<file path="src/rtl/ctrl_pkg.sv">
// Shared widths, forward-select encodings and pipeline control bundles for ctrl_pipe.
package ctrl_pkg;

   localparam int unsigned REG_W   = 5;
   localparam int unsigned ALUOP_W = 2;

   localparam logic [1:0] FWD_RF  = 2'b00;
   localparam logic [1:0] FWD_MEM = 2'b10;
   localparam logic [1:0] FWD_WB  = 2'b01;

   typedef struct packed {
      logic               regdst;
      logic               alusrc;
      logic               memtoreg;
      logic               regwrite;
      logic               memread;
      logic               memwrite;
      logic               branch;
      logic               jump;
      logic [ALUOP_W-1:0] aluop;
   } ctrl_t;

   typedef struct packed {
      logic             valid;
      ctrl_t            ctrl;
      logic [REG_W-1:0] rs;
      logic [REG_W-1:0] rt;
      logic [REG_W-1:0] wreg;
   } idex_t;

   typedef struct packed {
      logic             valid;
      logic             memtoreg;
      logic             regwrite;
      logic             memread;
      logic             memwrite;
      logic [REG_W-1:0] wreg;
   } exmem_t;

   typedef struct packed {
      logic             valid;
      logic             memtoreg;
      logic             regwrite;
      logic [REG_W-1:0] wreg;
   } memwb_t;

   // Register 0 is hardwired, so a write to it never produces a dependence.
   function automatic logic writes_reg(input logic             valid,
                                       input logic             regwrite,
                                       input logic [REG_W-1:0] wreg,
                                       input logic [REG_W-1:0] src);
      return valid & regwrite & (wreg != '0) & (wreg == src);
   endfunction

endpackage

</file>
<file path="src/rtl/hazard_unit.sv">
// Combinational RAW stall and ALU forward-select logic.
// FORWARD_EN selects EX-stage forwarding; otherwise EX/MEM producers stall ID.
module hazard_unit
   import ctrl_pkg::*;
(
   input  logic             id_valid,
   input  logic             id_alusrc,
   input  logic             id_memwrite,
   input  logic             id_branch,
   input  logic [REG_W-1:0] id_rs,
   input  logic [REG_W-1:0] id_rt,
   input  logic             ex_valid,
   input  logic             ex_regwrite,
   input  logic             ex_memread,
   input  logic [REG_W-1:0] ex_wreg,
   input  logic [REG_W-1:0] ex_rs,
   input  logic [REG_W-1:0] ex_rt,
   input  logic             mem_valid,
   input  logic             mem_regwrite,
   input  logic [REG_W-1:0] mem_wreg,
   input  logic             wb_valid,
   input  logic             wb_regwrite,
   input  logic [REG_W-1:0] wb_wreg,
   input  logic             squash,
   output logic             stall,
   output logic [1:0]       fwd_a,
   output logic [1:0]       fwd_b
);

   logic rt_used;
   logic ex_hit;
   logic load_use;
   logic hazard;

   assign rt_used  = !id_alusrc | id_memwrite | id_branch;
   assign ex_hit   = writes_reg(ex_valid, ex_regwrite, ex_wreg, id_rs)
                   | (rt_used & writes_reg(ex_valid, ex_regwrite, ex_wreg, id_rt));
   assign load_use = ex_memread & ex_hit;

`ifdef FORWARD_EN
   assign hazard = load_use;

   always_comb begin
      fwd_a = FWD_RF;
      fwd_b = FWD_RF;
      if (writes_reg(mem_valid, mem_regwrite, mem_wreg, ex_rs)) begin
         fwd_a = FWD_MEM;
      end else if (writes_reg(wb_valid, wb_regwrite, wb_wreg, ex_rs)) begin
         fwd_a = FWD_WB;
      end
      if (writes_reg(mem_valid, mem_regwrite, mem_wreg, ex_rt)) begin
         fwd_b = FWD_MEM;
      end else if (writes_reg(wb_valid, wb_regwrite, wb_wreg, ex_rt)) begin
         fwd_b = FWD_WB;
      end
   end
`else
   logic mem_hit;
   logic unused_fwd_inputs;

   // WB is not checked: the register file writes before ID reads it.
   assign mem_hit = writes_reg(mem_valid, mem_regwrite, mem_wreg, id_rs)
                  | (rt_used & writes_reg(mem_valid, mem_regwrite, mem_wreg, id_rt));
   assign hazard  = load_use | ex_hit | mem_hit;
   assign fwd_a   = FWD_RF;
   assign fwd_b   = FWD_RF;
   assign unused_fwd_inputs = ^{ex_rs, ex_rt, wb_valid, wb_regwrite, wb_wreg};
`endif

   assign stall = id_valid & hazard & !squash;

endmodule

</file>
<file path="src/rtl/ctrl_pipe.sv">
// Control pipeline ID/EX -> EX/MEM -> MEM/WB with stall, bubble and IF/ID flush.
// Optional macro FORWARD_EN enables EX-stage operand forwarding.
module ctrl_pipe
   import ctrl_pkg::*;
(
   input  logic               clk,
   input  logic               reset,
   input  logic               id_valid,
   input  logic               id_regdst,
   input  logic               id_alusrc,
   input  logic               id_memtoreg,
   input  logic               id_regwrite,
   input  logic               id_memread,
   input  logic               id_memwrite,
   input  logic               id_branch,
   input  logic               id_jump,
   input  logic [ALUOP_W-1:0] id_aluop,
   input  logic [REG_W-1:0]   id_rs,
   input  logic [REG_W-1:0]   id_rt,
   input  logic [REG_W-1:0]   id_rd,
   input  logic               ex_branch_taken,
   output logic               stall,
   output logic               flush_ifid,
   output logic               ex_regdst,
   output logic               ex_alusrc,
   output logic [ALUOP_W-1:0] ex_aluop,
   output logic               ex_branch,
   output logic               mem_memread,
   output logic               mem_memwrite,
   output logic               wb_memtoreg,
   output logic               wb_regwrite,
   output logic [REG_W-1:0]   ex_wreg,
   output logic [REG_W-1:0]   mem_wreg,
   output logic [REG_W-1:0]   wb_wreg,
   output logic [1:0]         fwd_a,
   output logic [1:0]         fwd_b
);

   idex_t  idex_q,  idex_d;
   exmem_t exmem_q, exmem_d;
   memwb_t memwb_q, memwb_d;
   ctrl_t  id_ctrl;
   logic   taken;
   logic   bubble;
   logic   unused_jump;

   assign id_ctrl = '{regdst:   id_regdst,
                      alusrc:   id_alusrc,
                      memtoreg: id_memtoreg,
                      regwrite: id_regwrite,
                      memread:  id_memread,
                      memwrite: id_memwrite,
                      branch:   id_branch,
                      jump:     id_jump,
                      aluop:    id_aluop};

   assign taken = idex_q.valid & idex_q.ctrl.branch & ex_branch_taken;

   hazard_unit u_hazard (
      .id_valid     (id_valid),
      .id_alusrc    (id_alusrc),
      .id_memwrite  (id_memwrite),
      .id_branch    (id_branch),
      .id_rs        (id_rs),
      .id_rt        (id_rt),
      .ex_valid     (idex_q.valid),
      .ex_regwrite  (idex_q.ctrl.regwrite),
      .ex_memread   (idex_q.ctrl.memread),
      .ex_wreg      (idex_q.wreg),
      .ex_rs        (idex_q.rs),
      .ex_rt        (idex_q.rt),
      .mem_valid    (exmem_q.valid),
      .mem_regwrite (exmem_q.regwrite),
      .mem_wreg     (exmem_q.wreg),
      .wb_valid     (memwb_q.valid),
      .wb_regwrite  (memwb_q.regwrite),
      .wb_wreg      (memwb_q.wreg),
      .squash       (taken),
      .stall        (stall),
      .fwd_a        (fwd_a),
      .fwd_b        (fwd_b)
   );

   // A taken branch squashes whatever is in ID, including a jump.
   assign flush_ifid = taken | (id_valid & id_jump & !stall);
   assign bubble     = stall | !id_valid | taken;

   always_comb begin
      idex_d = '0;
      if (!bubble) begin
         idex_d.valid = 1'b1;
         idex_d.ctrl  = id_ctrl;
         idex_d.rs    = id_rs;
         idex_d.rt    = id_rt;
         idex_d.wreg  = id_regdst ? id_rd : id_rt;
      end
   end

   always_comb begin
      exmem_d          = '0;
      exmem_d.valid    = idex_q.valid;
      exmem_d.memtoreg = idex_q.ctrl.memtoreg;
      exmem_d.regwrite = idex_q.ctrl.regwrite;
      exmem_d.memread  = idex_q.ctrl.memread;
      exmem_d.memwrite = idex_q.ctrl.memwrite;
      exmem_d.wreg     = idex_q.wreg;
   end

   always_comb begin
      memwb_d          = '0;
      memwb_d.valid    = exmem_q.valid;
      memwb_d.memtoreg = exmem_q.memtoreg;
      memwb_d.regwrite = exmem_q.regwrite;
      memwb_d.wreg     = exmem_q.wreg;
   end

   always_ff @(posedge clk) begin
      if (reset) begin
         idex_q  <= '0;
         exmem_q <= '0;
         memwb_q <= '0;
      end else begin
         idex_q  <= idex_d;
         exmem_q <= exmem_d;
         memwb_q <= memwb_d;
      end
   end

   assign ex_regdst    = idex_q.ctrl.regdst;
   assign ex_alusrc    = idex_q.ctrl.alusrc;
   assign ex_aluop     = idex_q.ctrl.aluop;
   assign ex_branch    = idex_q.ctrl.branch;
   assign ex_wreg      = idex_q.wreg;
   assign mem_memread  = exmem_q.memread;
   assign mem_memwrite = exmem_q.memwrite;
   assign mem_wreg     = exmem_q.wreg;
   assign wb_memtoreg  = memwb_q.memtoreg;
   assign wb_regwrite  = memwb_q.regwrite;
   assign wb_wreg      = memwb_q.wreg;

   assign unused_jump = idex_q.ctrl.jump;

endmodule

</file>
<file path="config.mk">
export PLATFORM = sky130hd
export DESIGN_NAME = ctrl_pipe
export DESIGN_NICKNAME = d
export VERILOG_FILES = /design/src/rtl/ctrl_pkg.sv /design/src/rtl/hazard_unit.sv /design/src/rtl/ctrl_pipe.sv
export SDC_FILE = /design/constraint.sdc
export NUM_CORES = 1
export LEC_CHECK = 0
export BUFFER_PORTS_ARGS = -buffer_cell sky130_fd_sc_hd__buf_2
export CAP_MARGIN = 0
export CORE_MARGIN = 2
export CORE_UTILIZATION = 49
export DETAILED_ROUTE_END_ITERATION = 8
export GPL_TIMING_DRIVEN = 0
export HOLD_SLACK_MARGIN = 0.03
export PLACE_DENSITY_LB_ADDON = 0.12
export SETUP_SLACK_MARGIN = 0.05
export SLEW_MARGIN = 25
export SYNTH_ARGS = -nofsm -noshare
export SYNTH_HDL_FRONTEND = slang
export SYNTH_SLANG_ARGS = --single-unit
</file>
<file path="constraint.sdc">
create_clock -name clk -period 3 [get_ports clk]
set_input_delay 0.15 -clock clk [delete_from_list [all_inputs] [get_ports clk]]
set_output_delay 0.15 -clock clk [all_outputs]
set_load 0.1 [all_outputs]
</file>
==> impl_metrics.json, run 1 <==
{
  "outcome": "completed",
  "hold_path.class": "primary input to register",
  "nNetsFinal": 228,
  "fin_tns_setup_ns": 0,
  "hp-start": "id_alusrc",
  "critPathRequiredTime_ns": 2.85,
  "dp_hpwl_um": 2120,
  "syn_inst": 129,
  "gp_congestion": 0.743,
  "ant_nets": 0,
  "ios": 59,
  "combPwrFrac": 0.217,
  "grt_pass1_wl_um": 4610,
  "port_buffers": 53,
  "grtUsageMet1": 0.227,
  "whs_endpoint": "ex_alusrc",
  "cts_root_buf": "clkbuf_4",
  "startpoint_type": "primary input",
  "drc": 0,
  "antenna_found_initial": 0,
  "synth_seq_area_share": 0.478,
  "rsz0062_at_grt": "no",
  "cts_max_level": 2,
  "cts_made_buffers": 5,
  "diodes": 0,
  "power_leakage_nw": 0.863,
  "die_area_sq_mm": 0.00317,
  "clk_latency_ns": 0.32,
  "period_needed_ns": 2.57,
  "pre_cts_ws_ns": 0.870,
  "clkTransAtPathRegs_ns": 0.10,
  "wirelength_um": 2690,
  "rrSetupSlack_ns": 1.21,
  "synth_cell_types": 22,
  "vias": 1076,
  "rr_startpoint": "mem_wreg[0]",
  "crit_family": "buffers and inverters",
  "busiest_layer": "met2",
  "layout_common_cells": "53 x buf_2, 32 x dfxtp_1, 20 x xnor2_1",
  "slowest_stage": "dlygate4sd3_1",
  "cts_buffer_depth": 2,
  "grt_max_degree": 11,
  "via_per_inst": 4.68,
  "cts_tree": "built",
  "final_common_cell": "buf_2",
  "path_cells": "dlygate4sd3_1, buf_2, or3b_2, nand2_1, o22ai_1, a22o_1, o21ai_1, buf_2",
  "gr-usage-met2": 0.316,
  "yosysWarningCount": 0,
  "seq_power_share": 0.460,
  "cp.arrival_ns": 2.42,
  "synth_area_per_cell_sq_um": 10.4,
  "die_x_um": 56.3,
  "post-route-period-util": 0.857,
  "initial_core_util": 0.527,
  "netlist_area_sq_mm": 0.00134,
  "p_total_w": 0.000979,
  "row_count": 18,
  "ys_ff_latch": 32,
  "r2r_end": "exmem_d[6]",
  "clock-sinks": 32,
  "drive_above_1_share": 0.390,
  "crit_fanout": 7,
  "worst-path-buf-inv": 3,
  "p_int_w": 0.000680,
  "p_sw_w": 0.000298,
  "coreArea_sq_mm": 0.00254,
  "firstDrtPassIters": 4,
  "holdPathStages": 2,
  "use_met3": 0.0576,
  "r2r.worst_path.cells": 4,
  "finalMaxSlewViolations": 0,
  "drt-initial-drc-count": 16,
  "ir_drop_uv": 432,
  "skew_ns": 0.00421,
  "grt_usage": 0.192,
  "max_stage_delay_ns": 0.52,
  "die_h_um": 56.3,
  "grt_overflow_total": 0,
  "grt_pass1_vias": 1030,
  "switching_share": 0.305,
  "worst_slack_ns": 0.430,
  "hold_viol": 0,
  "syn_to_final_growth_pct": 34.3,
  "wire_per_inst_um": 11.7,
  "critical_path.endpoint_type": "primary output",
  "fmax_ghz": 0.389,
  "final_util": 0.708,
  "hold_ws_ns": 0.0435,
  "power.density_mw_per_mm2": 543,
  "clockPowerShare": 0.322,
  "critical_path_class": "primary input to primary output",
  "crit_top_cell": "buf_2",
  "setup_violations": 0,
  "drv_cap": 0
}
## through the flow
step           cells  cell area [sq um]
3_5_place_dp     215               1660
2_1_floorplan    132               1350
4_1_cts          229               1790
5_1_grt          230               1800
6_report         230               1800
3_3_place_gp     215               1660
## cell families after synthesis
kind of cell | Yosys count | share of synthesized area
muxes | 5 | 0.0373
buffers and inverters | 17 | 0.0868
AOI/OAI and AO/OA | 7 | 0.0625
and+or+nand+nor | 47 | 0.202
DFF | 32 | 0.478
xor gates and xnor gates | 20 | 0.131
other | 1 | 0.00280
## worst reg2reg max path, stage by stage (launching register included)
cell	delay, ns
dfxtp_1	0.37
or3_1	0.40
o311a_4	0.33
a221oi_4	0.44
and2_1	0.20
## power groups by stage
stage               clock network (W)  registers, W  logic, W
floorplan                           0      0.000495  0.000126
global placement                    0      0.000460  0.000203
detailed placement                  0      0.000461  0.000205
CTS                          0.000323      0.000451  0.000212
global route                 0.000344      0.000453  0.000225
finish                       0.000316      0.000451  0.000212
## synthesized netlist by cell type
master	n	share of area
nor2b_1	18	0.084
nand3_1	3	0.011
xnor2_1	20	0.13
dfxtp_1	32	0.48
or3b_2	1	0.0065
conb_1	1	0.0028
or3_1	2	0.0093
nand2_1	6	0.017
buf_4	14	0.078
clkbuf_1	1	0.0028
and2_1	9	0.042
nor3_1	5	0.019
buf_1	2	0.0056
o22ai_1	2	0.0093
o21ai_0	1	0.0037
a221oi_4	1	0.020
mux2i_1	5	0.037
o311a_4	1	0.016
nand4_1	2	0.0093
a22o_1	1	0.0065
o311a_1	1	0.0075
or2_2	1	0.0047
## cell type report
class / instances / area (sq um)
Buffer: 17 / 116
Clock buffer: 6 / 41.3
Clock inverter: 2 / 35.0
Fill cell: 209 / 743
Multi-Input combinational cell: 83 / 596
Sequential cell: 32 / 641
Tap cell: 30 / 37.5
Timing Repair Buffer: 60 / 335
## how the worst max path moves through the flow
| stage | start | end | slack (ns) | depth (start not counted) |
|---|---|---|---|---|
| 6_report | id_memwrite | flush_ifid | 0.43 | 8 |
| 5_1_grt | ex_wreg[4] | stall | 0.34 | 6 |
| 4_1_cts | id_memwrite | flush_ifid | 0.43 | 8 |
| 3_5_place_dp | mem_wreg[0] | flush_ifid | 0.87 | 5 |
| 3_3_place_gp | mem_wreg[0] | flush_ifid | 0.87 | 5 |
| 2_1_floorplan | mem_wreg[0] | flush_ifid | 0.14 | 4 |
## per-layer routing
layer,share of wire,vias to the layer above
met5,0,-
met4,0.013,0
met3,0.073,5
met2,0.50,46
met1,0.41,481
li1,-,544
## registers in the layout, summed over array words and instances, names as in the netlist
name / flops
ex_alusrc: 1
ex_wreg: 5
mem_memwrite: 1
ex_aluop: 2
wb_regwrite: 1
mem_memread: 1
ex_branch: 1
wb_memtoreg: 1
ex_regdst: 1
exmem_d: 5
mem_wreg: 5
exmem_q: 3
wb_wreg: 5
## timing repair
item                                   CTS  global route
setup buffers                            0             0
hold buffers                             6             1
endpoints found under the hold margin    6             1
resized for setup                        0             0
Power figures use the tool's default switching activity.
==> inputs of run 2 (changes only) <==
Settings changed: BUFFER_PORTS_ARGS -buffer_cell sky130_fd_sc_hd__buf_2 to unset, CORE_UTILIZATION 49 to 52, DONT_BUFFER_PORTS set to 1, GPL_ROUTABILITY_DRIVEN set to 0.
==> run 2 against run 1 <==
- maximum frequency down 8.4%
- count of clock-buffer cells in the layout up 1
- register-to-register slack worse by 0.41 ns
- sequential cell count unchanged
- wire length up 1.2%
- critical path type is now register to primary output
- largest cell class unchanged
==> impl_metrics.json, run 2 (synthesized netlist as in run 1, its figures left out) <==
{
  "ir_drop_uv": 490,
  "critPathRequiredTime_ns": 2.85,
  "initial_core_util": 0.546,
  "met3_length_um": 251,
  "highest_layer": "met4",
  "die_h_um": 54.8,
  "diodes": 0,
  "port_buffers": 0,
  "skew_ns": 0.00613,
  "post-route-period-util": 0.935,
  "grt_max_degree": 11,
  "coreArea_sq_mm": 0.00245,
  "grt_usage": 0.206,
  "tightest_slew_ns": 1.08,
  "drc": 0,
  "setup_violations": 0,
  "wirelength_um": 2720,
  "final_common_cell": "dfxtp_1",
  "fmax_ghz": 0.357,
  "met1_length_um": 1100,
  "max_stage_delay_ns": 0.88,
  "die_area_sq_mm": 0.00300,
  "startpoint_type": "register",
  "grt_pass1_wl_um": 4160,
  "crit_fanout": 7,
  "die_x_um": 54.8,
  "clkTransAtPathRegs_ns": 0.09,
  "period_needed_ns": 2.80,
  "critical_path.endpoint_type": "primary output",
  "rsz0062_at_grt": "no",
  "crit_family": "compound AO/OA/AOI/OAI gates",
  "via_per_inst": 4.98,
  "power_leakage_nw": 0.661,
  "fin_tns_setup_ns": 0,
  "ant_nets": 0,
  "slew_headroom": 0.279,
  "path_cells": "or3_1, o311a_4, a22o_1, o21ai_2",
  "worst-path-buf-inv": 0,
  "syn_to_final_growth_pct": 22.8,
  "outcome": "completed",
  "dp_hpwl_um": 1880,
  "drt-initial-drc-count": 12,
  "slowest_stage": "o21ai_2",
  "cts_root_buf": "clkbuf_4",
  "antenna_found_initial": 0,
  "vias": 932,
  "grt_pass1_vias": 922,
  "drv_cap": 0,
  "ios": 59,
  "cts_buffer_depth": 2,
  "drive_above_1_share": 0.172,
  "finalMaxSlewViolations": 0,
  "cts_max_level": 2,
  "cp.arrival_ns": 2.65,
  "nNetsFinal": 186,
  "hold_ws_ns": 0.0485,
  "cts_tree": "built",
  "wl_met2_um": 1310,
  "clock-sinks": 32,
  "critical_path_class": "register to primary output",
  "hold_path.class": "primary input to register",
  "layout_common_cells": "32 x dfxtp_1, 20 x xnor2_1, 18 x dlygate4sd3_1",
  "grt_overflow_total": 0,
  "wire_per_inst_um": 14.6,
  "firstDrtPassIters": 4,
  "cts_made_buffers": 5,
  "hold_viol": 0,
  "row_count": 18,
  "power.density_mw_per_mm2": 556,
  "clk_latency_ns": 0.33
}
[run 2: changes by cell type in the layout (fill, tap and decap cells not counted), sizes merged]
cell,delta
clkinv,-1
dlygate4sd3,+11
clkbuf,+1
bufinv,-1
buf,-53
[run 2: per-stage QoR]
stage               cell area, sq um  worst slack (ns)   util  power (W)  cells
floorplan                       1350             0.142      -   0.000622    132
global placement                1390            0.0309  0.566   0.000631    162
detailed placement              1400             0.546  0.569   0.000634    162
CTS                             1620             0.174  0.661   0.000916    185
global route                    1650            0.0906  0.671   0.000957    187
finish                          1650             0.195  0.671   0.000915    187
[run 2: repair_timing]
action | CTS | global route
gates resized for setup | 0 | 1
hold buffers | 16 | 2
endpoints found under the hold margin | 19 | 1
setup endpoints to repair | 0 | 1
buffers inserted | 0 | 0
[run 2: where the power goes]
part | internal (W) | total [W] | switching [W]
sequential | 0.000439 | 0.000489 | 0.0000496
combinational | 0.0000597 | 0.000158 | 0.0000984
clock | 0.000133 | 0.000269 | 0.000136
total | 0.000631 | 0.000915 | 0.000284
[run 2: final timing paths]
path              slack (ns)     endpoint   startpoint  cells after the start
setup reg to reg        0.80   exmem_d[6]    ex_branch                      6
setup / recovery        0.20   flush_ifid  mem_wreg[0]                      4
hold reg to reg         0.44  wb_memtoreg   exmem_q[8]                      1
hold / removal          0.05   ex_wreg[4]     id_rd[4]                      2
[run 2: cell type report]
type                    instances  area [sq um]
repair buffers                 18           180
well taps                      30          37.5
multi-input cells              83           607
fillers                       210           808
clock buffers                   7          65.1
plain buffers                  17           116
flip-flops and latches         32           641
[run 2: routing by layer]
metal | global-route usage | up-vias
li1 | - | 459
met1 | 0.236 | 420
met2 | 0.321 | 45
met3 | 0.0929 | 8
met4 | 0.100 | 0
met5 | 0 | -
==> inputs of run 3 (changes only) <==
Settings changed: CORE_MARGIN 2 to 1.5.
==> run 3 against run 2 <==
- combinational power is essentially flat
- clock power is 17% higher
- die area decreased by 3.6%
- global-route usage shrank 1.5 points
- power is 4.6% higher
- non-clock buffer count shrank 1
- final area decreased by 0.23%
- via count fell by 1.2%
- clock skew is 0.0062 ns higher
- first-iteration DRC count down 50%
- sequential share of layout area is 0.089 points higher
- largest cell class unchanged
==> impl_metrics.json, run 3 (synthesized netlist as in run 1, its figures left out) <==
{
  "cts_buffer_depth": 2,
  "die_area_sq_mm": 0.00289,
  "fmax_ghz": 0.359,
  "slowest_stage": "nor2b_2",
  "final_common_cell": "dfxtp_1",
  "cts_tree": "built",
  "post-route-period-util": 0.928,
  "port_buffers": 0,
  "period_needed_ns": 2.78,
  "fin_tns_setup_ns": 0,
  "setup_violations": 0,
  "crit_family": "simple AND/OR/NAND/NOR gates",
  "drive_above_1_share": 0.172,
  "wirelength_um": 2470,
  "clkTransAtPathRegs_ns": 0.10,
  "die_h_um": 53.8,
  "startpoint_type": "register",
  "grt_overflow_total": 0,
  "fin_area_sq_mm": 0.00164,
  "path_cells": "xnor2_1, nand3_1, o22ai_1, a22o_1, nor2b_2",
  "drv_cap": 0,
  "dpl.cell_count": 162,
  "critPathRequiredTime_ns": 2.85,
  "critical_path_class": "register to primary output",
  "clk_latency_ns": 0.32,
  "critPathCapture": "stall",
  "post_dp_cell_area_sq_mm": 0.00140,
  "crit_cells": 5,
  "grt_usage": 0.190,
  "finalMaxSlewViolations": 0,
  "antenna_found_initial": 0,
  "worst-path-buf-inv": 0,
  "nNetsFinal": 185,
  "layoutNonFillerInstCount": 187,
  "postCtsSetupBuffers": 0,
  "via_per_inst": 4.93,
  "tightest_slew_ns": 1.08,
  "dp_hpwl_um": 1800,
  "hold_viol": 0,
  "syn_to_final_growth_pct": 22.5,
  "die_x_um": 53.8,
  "firstDrtPassIters": 2,
  "layout_common_cells": "32 x dfxtp_1, 20 x xnor2_1, 17 x nor2b_1, 17 x dlygate4sd3_1, 14 x buf_4",
  "cp.arrival_ns": 2.63,
  "r2r.worst_path.cells": 6,
  "cts_max_level": 2,
  "max_stage_delay_ns": 0.91,
  "hold_path.class": "primary input to register",
  "final_util": 0.669,
  "r2r_end": "ex_branch",
  "row_count": 18,
  "ios": 59,
  "cts_resized": 0,
  "slew_headroom": 0.277,
  "grt_pass1_wl_um": 3820,
  "grt_pass1_vias": 878,
  "skew_ns": 0.0123,
  "critical_path.endpoint_type": "primary output",
  "drc": 0,
  "ir_drop_uv": 488,
  "rr_startpoint": "ex_branch",
  "ctsHoldBuffers": 17,
  "power_leakage_nw": 0.661,
  "clock-sinks": 32,
  "cts_made_buffers": 5,
  "hold_ws_ns": 0.0410,
  "rsz0062_at_grt": "no",
  "power.density_mw_per_mm2": 583,
  "cts_root_buf": "clkbuf_4",
  "initial_core_util": 0.546,
  "coreArea_sq_mm": 0.00245,
  "crit_fanout": 7,
  "vias": 921,
  "ant_nets": 0,
  "outcome": "completed",
  "wire_per_inst_um": 13.2,
  "startpoint": "ex_wreg[2]",
  "rrSetupSlack_ns": 0.87,
  "drt-initial-drc-count": 6,
  "grt_max_degree": 11,
  "hp-start": "id_rt[0]",
  "diodes": 0
}
-- run 3: cell count changes in the layout (fill, tap and decap cells not counted), sizes merged --
cell / delta
clkbuf: -1
bufinv: +1
dlygate4sd3: -1
clkinv: +1
-- run 3: worst min path at each step --
stage / endpoint / depth (start not counted)
floorplan: exmem_q[7] / 1
global placement: mem_wreg[4] / 1
detailed placement: mem_memread / 1
CTS: ex_wreg[0] / 2
global route: ex_wreg[0] / 2
finish: ex_wreg[0] / 2
-- run 3: power breakdown --
| part | switching (W) | leakage (nW) | internal (W) |
|---|---|---|---|
| sequential | 0.0000497 | 0.261 | 0.000439 |
| combinational | 0.0000964 | 0.358 | 0.0000587 |
| clock | 0.000139 | 0.0422 | 0.000175 |
| total | 0.000285 | 0.661 | 0.000673 |
-- run 3: final cells by class --
class / instances / area [sq um]
clock inverters: 2 / 35.0
well taps: 30 / 37.5
multi-input cells: 83 / 602
fillers: 211 / 812
repair buffers: 17 / 170
plain buffers: 17 / 116
flip-flops and latches: 32 / 641
clock buffers: 6 / 41.3
-- run 3: routing by layer --
layer / GRT usage / part of all wire
met1: 0.218 / 0.42
met2: 0.305 / 0.49
met3: 0.0778 / 0.078
met4: 0.0940 / 0.015
met5: 0 / 0
-- run 3: through the flow --
stage          total power (W)  worst slack (ns)
6_report              0.000958             0.217
5_1_grt               0.000996            0.0588
4_1_cts               0.000963             0.200
3_5_place_dp          0.000633             0.564
3_3_place_gp          0.000631            0.0321
2_1_floorplan         0.000622             0.142
